==> config.mk <==
export PLATFORM = sky130hd
export DESIGN_NAME = uart_tx_frame
export DESIGN_NICKNAME = d
export VERILOG_FILES = /design/src/rtl/uart_tx_frame.sv
export SDC_FILE = /design/constraint.sdc
export NUM_CORES = 1
export LEC_CHECK = 0
export CAP_MARGIN = 20
export CORE_MARGIN = 8
export CORE_UTILIZATION = 35
export DETAILED_ROUTE_END_ITERATION = 6
export HOLD_SLACK_MARGIN = 0.1
export PLACE_DENSITY = 0.5
export SLEW_MARGIN = 15
export SYNTH_ARGS = -nofsm -noshare
export SYNTH_HDL_FRONTEND = slang
export SYNTH_SLANG_ARGS = --single-unit
==> constraint.sdc <==
create_clock -name clk -period 2.11 [get_ports clk]
set_clock_uncertainty 0.15 [all_clocks]
set_input_delay 0.633 -clock clk [delete_from_list [all_inputs] [get_ports clk]]
set_output_delay 0.633 -clock clk [all_outputs]
set_load 0.01 [all_outputs]
==> src/rtl/uart_tx_frame.sv <==
// UART transmitter with configurable data width, parity mode and stop-bit count.
// The baud divisor is fixed at elaboration time.
// A one-entry holding register behind a valid/ready handshake lets a second word
// queue up during a frame, so frames can go out back-to-back with no idle gap.
module uart_tx_frame #(
  parameter int unsigned CLK_FREQ  = 32000000,
  parameter int unsigned BAUD_RATE = 19200,
  parameter int unsigned DATA_BITS = 8,
  parameter int unsigned PARITY    = 0,
  parameter int unsigned STOP_BITS = 1
) (
  input  logic                 clk,
  input  logic                 rst,
  input  logic                 tx_valid,
  output logic                 tx_ready,
  input  logic [DATA_BITS-1:0] tx_data_in,
  output logic                 tx,
  output logic                 tx_active,
  output logic                 done_tx
);

  localparam int unsigned CLOCK_DIVIDE = CLK_FREQ / BAUD_RATE;
  localparam int unsigned CNT_W        = (CLOCK_DIVIDE > 2) ? $clog2(CLOCK_DIVIDE) : 1;

  // Reject unsupported configurations at elaboration
  if (PARITY > 2) begin : g_bad_parity
    $error("uart_tx_frame: PARITY must be 0 (none), 1 (even) or 2 (odd)");
  end
  if (STOP_BITS < 1 || STOP_BITS > 2) begin : g_bad_stop
    $error("uart_tx_frame: STOP_BITS must be 1 or 2");
  end
  if (DATA_BITS < 5 || DATA_BITS > 9) begin : g_bad_data
    $error("uart_tx_frame: DATA_BITS must be in 5..9");
  end
  if (CLOCK_DIVIDE < 2) begin : g_bad_div
    $error("uart_tx_frame: CLK_FREQ/BAUD_RATE must be at least 2");
  end

  typedef enum logic [2:0] {
    StIdle,
    StStart,
    StData,
    StParity,
    StStop
  } state_e;

  state_e               r_state;
  logic [CNT_W-1:0]     r_cnt;
  logic [3:0]           r_bit_idx;
  logic [DATA_BITS-1:0] r_shift;
  logic                 r_par;
  logic [DATA_BITS-1:0] r_hold;
  logic                 r_hold_full;
  logic                 r_tx;
  logic                 r_tx_active;
  logic                 r_done_tx;

  logic w_accept;
  logic w_bit_end;
  logic w_last_stop;
  logic w_frame_end;
  logic w_done_next;

  // Parity over the whole word as latched at load time
  function automatic logic parity_of(input logic [DATA_BITS-1:0] word);
    return (^word) ^ (PARITY == 2);
  endfunction

  assign w_accept    = tx_valid & ~r_hold_full;
  assign w_bit_end   = (r_cnt == CNT_W'(CLOCK_DIVIDE - 1));
  assign w_last_stop = (r_bit_idx == 4'(STOP_BITS - 1));
  assign w_frame_end = (r_state == StStop) && w_bit_end && w_last_stop;
  // done_tx is registered, so raise it one clk ahead of the final stop clk
  assign w_done_next = (r_state == StStop) && w_last_stop &&
                       (r_cnt == CNT_W'(CLOCK_DIVIDE - 2));

  assign tx_ready  = ~r_hold_full;
  assign tx        = r_tx;
  assign tx_active = r_tx_active;
  assign done_tx   = r_done_tx;

  // Frame sequencer, holding register and registered line outputs
  always_ff @(posedge clk or posedge rst) begin
    if (rst) begin
      r_state     <= StIdle;
      r_cnt       <= '0;
      r_bit_idx   <= '0;
      r_shift     <= '0;
      r_par       <= 1'b0;
      r_hold      <= '0;
      r_hold_full <= 1'b0;
      r_tx        <= 1'b1;
      r_tx_active <= 1'b0;
      r_done_tx   <= 1'b0;
    end else begin
      r_done_tx <= w_done_next;

      // Mid-frame accepts park in the holding register; IDLE and the final
      // stop clk load the shift register directly instead.
      if (w_accept && (r_state != StIdle) && !w_frame_end) begin
        r_hold      <= tx_data_in;
        r_hold_full <= 1'b1;
      end

      case (r_state)
        StIdle: begin
          r_tx        <= 1'b1;
          r_tx_active <= 1'b0;
          r_cnt       <= '0;
          r_bit_idx   <= '0;
          if (w_accept) begin
            r_shift     <= tx_data_in;
            r_par       <= parity_of(tx_data_in);
            r_state     <= StStart;
            r_tx        <= 1'b0;
            r_tx_active <= 1'b1;
          end
        end

        StStart: begin
          if (w_bit_end) begin
            r_cnt     <= '0;
            r_bit_idx <= '0;
            r_state   <= StData;
            r_tx      <= r_shift[0];
          end else begin
            r_cnt <= r_cnt + 1'b1;
          end
        end

        StData: begin
          if (w_bit_end) begin
            r_cnt <= '0;
            if (r_bit_idx == 4'(DATA_BITS - 1)) begin
              r_bit_idx <= '0;
              if (PARITY != 0) begin
                r_state <= StParity;
                r_tx    <= r_par;
              end else begin
                r_state <= StStop;
                r_tx    <= 1'b1;
              end
            end else begin
              r_bit_idx <= r_bit_idx + 1'b1;
              r_shift   <= r_shift >> 1;
              r_tx      <= r_shift[1];
            end
          end else begin
            r_cnt <= r_cnt + 1'b1;
          end
        end

        StParity: begin
          if (w_bit_end) begin
            r_cnt     <= '0;
            r_bit_idx <= '0;
            r_state   <= StStop;
            r_tx      <= 1'b1;
          end else begin
            r_cnt <= r_cnt + 1'b1;
          end
        end

        StStop: begin
          if (w_bit_end) begin
            r_cnt <= '0;
            if (w_last_stop) begin
              r_bit_idx <= '0;
              if (r_hold_full) begin
                r_shift     <= r_hold;
                r_par       <= parity_of(r_hold);
                r_hold_full <= 1'b0;
                r_state     <= StStart;
                r_tx        <= 1'b0;
              end else if (w_accept) begin
                r_shift <= tx_data_in;
                r_par   <= parity_of(tx_data_in);
                r_state <= StStart;
                r_tx    <= 1'b0;
              end else begin
                r_state     <= StIdle;
                r_tx        <= 1'b1;
                r_tx_active <= 1'b0;
              end
            end else begin
              r_bit_idx <= r_bit_idx + 1'b1;
            end
          end else begin
            r_cnt <= r_cnt + 1'b1;
          end
        end

        default: begin
          r_state     <= StIdle;
          r_tx        <= 1'b1;
          r_tx_active <= 1'b0;
          r_cnt       <= '0;
          r_bit_idx   <= '0;
        end
      endcase
    end
  end

endmodule
==> flow_metrics.py, run 1 <==
metrics = {
    "logic_synthesis": {
        "synth_warnings": 0,
        "ys_seq_area_frac": 0.440,
        "synth_edf_count": 0,
        "syn-cell-area_mm2": 0.00216,
        "synth_seq_cells": 38,
        "async_flop_share": 1.00,
        "ys_types": 55,
        "yosys.area.top_type_share": 0.428,
        "postSynthCellCount": 204,
        "synth_ff_type": "dfrtp_1",
        "synth_area_leaders": "dfrtp_1 (43%), mux2_2 (4.7%), a221o_1 (3.7%)",
        "syn_nets": 220,
        "syn_area_per_cell_um2": 10.6,
        "synth_area_leader_cell": "dfrtp_1",
    },
    "cells_and_area": {
        "drive_gt1_frac": 0.293,
        "nNetsFinal": 264,
        "fin_util": 0.475,
        "diodes": 0,
        "final_cells": 324,
        "final-seq-area_um2": 953,
        "multi_input_area_mm2": 0.00121,
        "nFillCells": 547,
        "area_growth_pct": 30.7,
    },
    "power_and_ir_drop": {
        "powerDensity_mw_per_mm2": 548,
        "p_sw_w": 0.000293,
        "pwr-share-comb": 0.030,
        "irDropWorstVdd_uv": 318,
        "power.internal_w": 0.00126,
        "pwr-share-seq": 0.471,
        "p_leak_nw": 1.26,
        "netSwitchingFraction": 0.189,
        "pwr-share-clk": 0.500,
        "power_w": 0.00155,
    },
    "floorplanning": {
        "core_area_mm2": 0.00596,
        "dieArea_mm2": 0.00896,
        "initial_utilization": 0.363,
        "num_rows": 28,
        "dieWidth_um": 94.6,
        "die_h_um": 94.6,
        "ios": 15,
    },
    "worst_setup_path": {
        "worstSetupEndpointType": "register",
        "critPathKind": "reg -> reg",
        "crit_arrival_ns": 2.08,
        "critPathRequiredTime_ns": 2.15,
        "critPathMaxFanout": 3,
        "start_kind": "register",
    },
    "global_routing": {
        "met2_usage": 0.194,
        "grt_antenna_before_repair": 0,
        "grt_pass1_wl_um": 8960,
        "grt_util_all_layers": 0.125,
        "use_met1": 0.169,
        "use_met3": 0.0238,
        "overflow": 0,
        "grt_max_degree": 39,
        "grt_pass1_vias": 1790,
        "gr-max-usage-layer": "met2",
    },
    "placement": {
        "hpwl_um": 3780,
        "dp.cells": 312,
        "dp_slack_ns": -0.206,
        "place_congestion": 0.817,
        "port_buffers": 14,
    },
    "timing": {
        "hold_viol": 0,
        "fmax_mhz": 489,
        "worstMarginPinSlew_ns": 0.399,
        "drv_slew": 0,
        "period_share": 0.970,
        "setup_viol": 0,
        "slew-limit-headroom": 0.727,
        "tns_ns": 0,
        "rsz0062_at_grt": "no",
        "setup_ws_ns": 0.0635,
        "period_needed_ns": 2.05,
    },
    "detailed_routing": {
        "wl_per_cell_um": 16.4,
        "dr.first_iter.drc_count": 96,
        "via_per_inst": 5.55,
        "vias": 1797,
        "dr.pass1.iters": 4,
        "antenna_left": 0,
        "drcViolationCount": 0,
        "wl_um": 5320,
    },
    "clocking": {
        "clkTransAtPathRegs_ns": 0.08,
        "worst_skew_pair.late_latency_ns": 0.29,
        "clockBufferDepth": 2,
        "cts-root-buf": "clkbuf_8",
        "cts_made_buffers": 5,
        "htreeDepth": 2,
        "numClockSinks": 38,
        "cts_tree": "done",
        "holdBufCountCts": 0,
    },
    "run": {
        "cap_violations": 0,
    },
    "hold_path": {
        "hp-class": "reg -> reg",
    },
    "status": {
        "outcome": "finished clean",
    },
}
[worst max-delay path, cell delays in order (launching register included)]
cell,delay [ns]
dfrtp_1,0.39
inv_2,0.07
ha_4,0.14
or3b_4,0.40
a211oi_4,0.24
a21boi_4,0.24
mux2_4,0.31
[power groups by stage]
| stage | Combinational, W | Sequential (W) | Clock (W) |
|---|---|---|---|
| floorplan | 0.0000127 | 0.000744 | 0 |
| global placement | 0.0000469 | 0.000744 | 0 |
| detailed placement | 0.0000478 | 0.000744 | 0 |
| CTS | 0.0000478 | 0.000729 | 0.000790 |
| global route | 0.0000520 | 0.000730 | 0.000820 |
| finish | 0.0000460 | 0.000729 | 0.000775 |
[logic make-up (layout without fill, tap and decap cells)]
logic type,after synthesis,after routing,synth area share
AO/OA/AOI/OAI,46,46,0.179
XOR/XNOR,10,10,0.0439
adder cells (fa/ha/maj),5,5,0.0289
buffers and inverters,19,63,0.0381
flip-flops,38,38,0.440
multiplexers,11,11,0.0584
AND/OR/NAND/NOR,75,76,0.212
[Yosys cell counts, types with 4 or more instances]
| master | instances |
|---|---|
| and3_1 | 10 |
| xnor2_1 | 4 |
| a22o_1 | 8 |
| nor2_1 | 18 |
| a21oi_1 | 6 |
| dfrtp_1 | 37 |
| xor2_1 | 5 |
| ha_1 | 5 |
| nand2_1 | 9 |
| nand4_1 | 4 |
| a221o_1 | 8 |
| clkbuf_1 | 5 |
| mux2_2 | 9 |
| inv_1 | 9 |
[area by class of cell]
type,instances,share of cell area
Timing Repair Buffer,46,0.139
Clock buffer,6,0.0292
Clock inverter,2,0.0212
Inverter,9,0.0119
Multi-Input combinational cell,148,0.428
Sequential cell,38,0.337
Tap cell,75,0.0332
[cell usage in the layout, fill, tap and decap left out, types with 2 or more instances in the layout]
master	Yosys	final
dlygate4sd2_1	0	2
a21oi_1	6	6
xor2_1	5	5
dfrtp_1	37	36
o21ai_0	3	3
a21o_1	3	3
xnor2_1	4	4
nand3b_1	3	3
a22o_1	8	8
mux2_2	9	9
nand4_1	4	4
nand2b_1	3	3
nand2_1	9	9
and4_1	2	2
inv_2	0	2
a221o_1	8	8
o22ai_1	3	3
nand3_1	3	3
and3_1	10	10
clkdlybuf4s50_1	0	12
inv_1	9	7
clkbuf_8	0	6
or3_1	2	2
a2111oi_0	2	2
ha_1	5	4
bufinv_16	0	2
nor3_1	3	3
buf_4	0	30
o31ai_1	2	2
nor3b_1	3	3
nor2_1	18	18
[flip-flops by register name, summed over array words and instances (netlist names), 3 cells and up]
| register | cells |
|---|---|
| r_cnt | 11 |
| r_hold | 8 |
| r_shift | 8 |
| r_bit_idx | 4 |
| r_state | 3 |
[metal layers]
| metal | vias up | wire (um) | share of wire |
|---|---|---|---|
| met5 | - | 0 | 0 |
| met3 | 8 | 168 | 0.032 |
| met2 | 40 | 2500 | 0.47 |
| met4 | 0 | 96 | 0.018 |
| li1 | 854 | - | - |
| met1 | 895 | 2560 | 0.48 |
[stage by stage]
| stage | hold slack, ns | area [um^2] |
|---|---|---|
| finish | 0.368 | 2830 |
| global route | 0.393 | 2830 |
| CTS | 0.367 | 2760 |
| detailed placement | 0.348 | 2580 |
| global placement | 0.342 | 2580 |
| floorplan | 0.317 | 2160 |
[what timing repair did]
action	CTS	global route
cloned	0	1
endpoints found under the setup margin	18	19
pin swaps	2	1
setup buffers	0	3
resized for setup	10	6
[final timing paths]
kind | startpoint | to | slack [ns] | cells after the start
setup / recovery | r_bit_idx[1]$_DFFE_PP0P_ | r_shift[7]$_DFFE_PP0P_ | 0.06 | 6
hold / removal | r_shift[2]$_DFFE_PP0P_ | r_shift[2]$_DFFE_PP0P_ | 0.37 | 1
setup reg to reg | r_bit_idx[1]$_DFFE_PP0P_ | r_shift[7]$_DFFE_PP0P_ | 0.06 | 6
hold reg to reg | r_shift[2]$_DFFE_PP0P_ | r_shift[2]$_DFFE_PP0P_ | 0.37 | 1
max in group asynchronous | rst | tx$_DFFE_PP1P_ | 1.02 | 3
min in group asynchronous | rst | r_hold[7]$_DFFE_PP0P_ | 0.53 | 3
Note: power is estimated with default switching activity, not from simulation.
==> inputs of run 2 (changes only) <==
Settings changed: CTS_CLUSTER_SIZE from default to 28.
==> results of run 2 <==
Final layout, timing and power as in run 1 (identical DEF).
==> inputs of run 3 (changes only) <==
Settings changed: PLACE_DENSITY 0.5 to default, TNS_END_PERCENT from default to 5.
==> run 3 against run 2 <==
Clock power is 3.0% lower. Die area stayed put. Register-to-register slack worse by 0.06 ns. Critical endpoint unchanged. Sequential cell count stayed put. Clock-buffer cell count is 1 lower. Cell count is 0.31% lower. Highest routed layer unchanged. Largest power group unchanged.
==> flow_metrics.py, run 3 (synthesized netlist as in run 1, its figures left out) <==
metrics = {
    "status": {
        "outcome": "finished clean",
    },
    "timing": {
        "fmax_mhz": 475,
        "period_needed_ns": 2.10,
        "rsz0062_at_grt": "yes",
        "worstMarginPinSlew_ns": 0.426,
        "holdWs_ns": 0.363,
        "slew-limit-headroom": 0.715,
        "hold_viol": 0,
        "period_share": 0.997,
        "setup_viol": 0,
        "drv_slew": 0,
    },
    "worst_setup_path": {
        "worstSetupEndpointType": "register",
        "start_kind": "register",
        "crit_cells": 6,
        "crit_arrival_ns": 2.13,
        "crit_slowest_cell": "dfrtp_1",
        "reg2regPathDepth": 6,
        "critPathKind": "reg -> reg",
        "cp_slowest_stage_delay_ns": 0.39,
        "critPathBufInv": 1,
        "critPathRequiredTime_ns": 2.13,
        "critPathTopFamily": "compound AO/OA/AOI/OAI gates",
        "crit_path_cell_trace": "inv_2 -> ha_4 -> or3b_4 -> a211oi_4 -> a21boi_4 -> mux2_4",
        "critPathMaxFanout": 3,
    },
    "detailed_routing": {
        "antenna_left": 0,
        "wl_um": 4720,
        "vias": 1688,
        "drcViolationCount": 0,
        "wl_per_cell_um": 14.6,
        "via_per_inst": 5.23,
        "dr.pass1.iters": 4,
        "dr.first_iter.drc_count": 69,
    },
    "global_routing": {
        "grt_util_all_layers": 0.115,
        "grt_max_degree": 39,
        "grt_pass1_wl_um": 8070,
        "grt_antenna_before_repair": 0,
        "grt_pass1_vias": 1640,
        "overflow": 0,
    },
    "power_and_ir_drop": {
        "p_leak_nw": 1.27,
        "irDropWorstVdd_uv": 301,
        "powerDensity_mw_per_mm2": 550,
    },
    "cells_and_area": {
        "fin_util": 0.466,
        "multi_input_area_mm2": 0.00115,
        "largest-register": "r_cnt",
        "top_regs": "r_cnt (11), r_hold (8), r_shift (8)",
        "diodes": 0,
        "drive_gt1_frac": 0.274,
        "finalInstanceArea_mm2": 0.00278,
        "nFillCells": 561,
        "final-seq-area_um2": 952,
        "final_common_cell": "dfrtp_1",
        "area_growth_pct": 28.2,
        "nNetsFinal": 263,
        "mostFrequentLayoutCells": "dfrtp_1 (37), buf_4 (30), nor2_1 (18)",
        "largest_reg_flops": 11,
    },
    "clocking": {
        "clkTransAtPathRegs_ns": 0.09,
        "htreeDepth": 2,
        "numClockSinks": 38,
        "worst_skew_pair.late_latency_ns": 0.30,
        "cts-root-buf": "clkbuf_8",
        "cts_tree": "done",
        "clockBufferDepth": 2,
        "cts_made_buffers": 5,
        "holdBufCountCts": 0,
    },
    "run": {
        "cap_violations": 0,
    },
    "floorplanning": {
        "core_area_mm2": 0.00596,
        "die_h_um": 94.6,
        "num_rows": 28,
        "dieArea_mm2": 0.00896,
        "initial_utilization": 0.363,
        "ios": 15,
        "dieWidth_um": 94.6,
    },
    "hold_path": {
        "hp-class": "reg -> reg",
        "whs_path_depth": 1,
    },
    "placement": {
        "placed_cell_area_mm2": 0.00261,
        "hpwl_um": 3400,
        "place_congestion": 0.758,
        "port_buffers": 14,
    },
}
## run 3: cell type report
class	instances	area share
clock buffers	5	0.0248
multi-input cells	147	0.415
flip-flops and latches	38	0.343
well taps	75	0.0338
inverters	9	0.0122
clock inverters	3	0.0248
repair buffers	46	0.147
## run 3: worst register-to-register path, cell delays in order (launching register included)
cell	delay [ns]
dfrtp_1	0.39
inv_2	0.07
ha_4	0.14
or3b_4	0.39
a211oi_4	0.28
a21boi_4	0.24
mux2_4	0.31
## run 3: stage by stage
step                instances  setup slack, ns  TNS, ns  total power, W
finish                    323          0.00683        0         0.00153
global route              323          -0.0986   -0.802         0.00159
CTS                       323          -0.0108  -0.0108         0.00155
detailed placement        314           -0.216    -2.59        0.000791
global placement          314           -0.195    -2.36        0.000791
floorplan                 204          -0.0571  -0.0571        0.000757
## run 3: timing repair
| action | 4_1_cts | 5_1_grt |
|---|---|---|
| endpoints found under the hold margin | 0 | 0 |
| setup buffers | 1 | 0 |
| resized for setup | 4 | 4 |
| gates cloned | 0 | 0 |
| endpoints found under the setup margin | 11 | 20 |
| pin swaps | 0 | 2 |
## run 3: metal layers
metal,track usage,wire [um]
met4,0.0585,97
met1,0.160,2450
met5,0,0
met2,0.164,2060
met3,0.0222,106
## run 3: worst paths after layout
| kind | to | from | slack, ns |
|---|---|---|---|
| max | r_shift[7]$_DFFE_PP0P_ | r_bit_idx[1]$_DFFE_PP0P_ | 0.007 |
| min | r_shift[0]$_DFFE_PP0P_ | r_shift[0]$_DFFE_PP0P_ | 0.36 |
| max reg2reg | r_shift[7]$_DFFE_PP0P_ | r_bit_idx[1]$_DFFE_PP0P_ | 0.007 |
| min reg2reg | r_shift[0]$_DFFE_PP0P_ | r_shift[0]$_DFFE_PP0P_ | 0.36 |
| max in group asynchronous | tx$_DFFE_PP1P_ | rst | 1.04 |
| min in group asynchronous | r_cnt[1]$_DFF_PP0_ | rst | 0.52 |
## run 3: report_power, final
part / internal (W) / switching [W] / total, W / leakage (nW)
registers: 0.000729 / 0.000000800 / 0.000729 / 0.499
clock network: 0.000474 / 0.000279 / 0.000752 / 0.0683
logic: 0.0000243 / 0.0000215 / 0.0000459 / 0.700
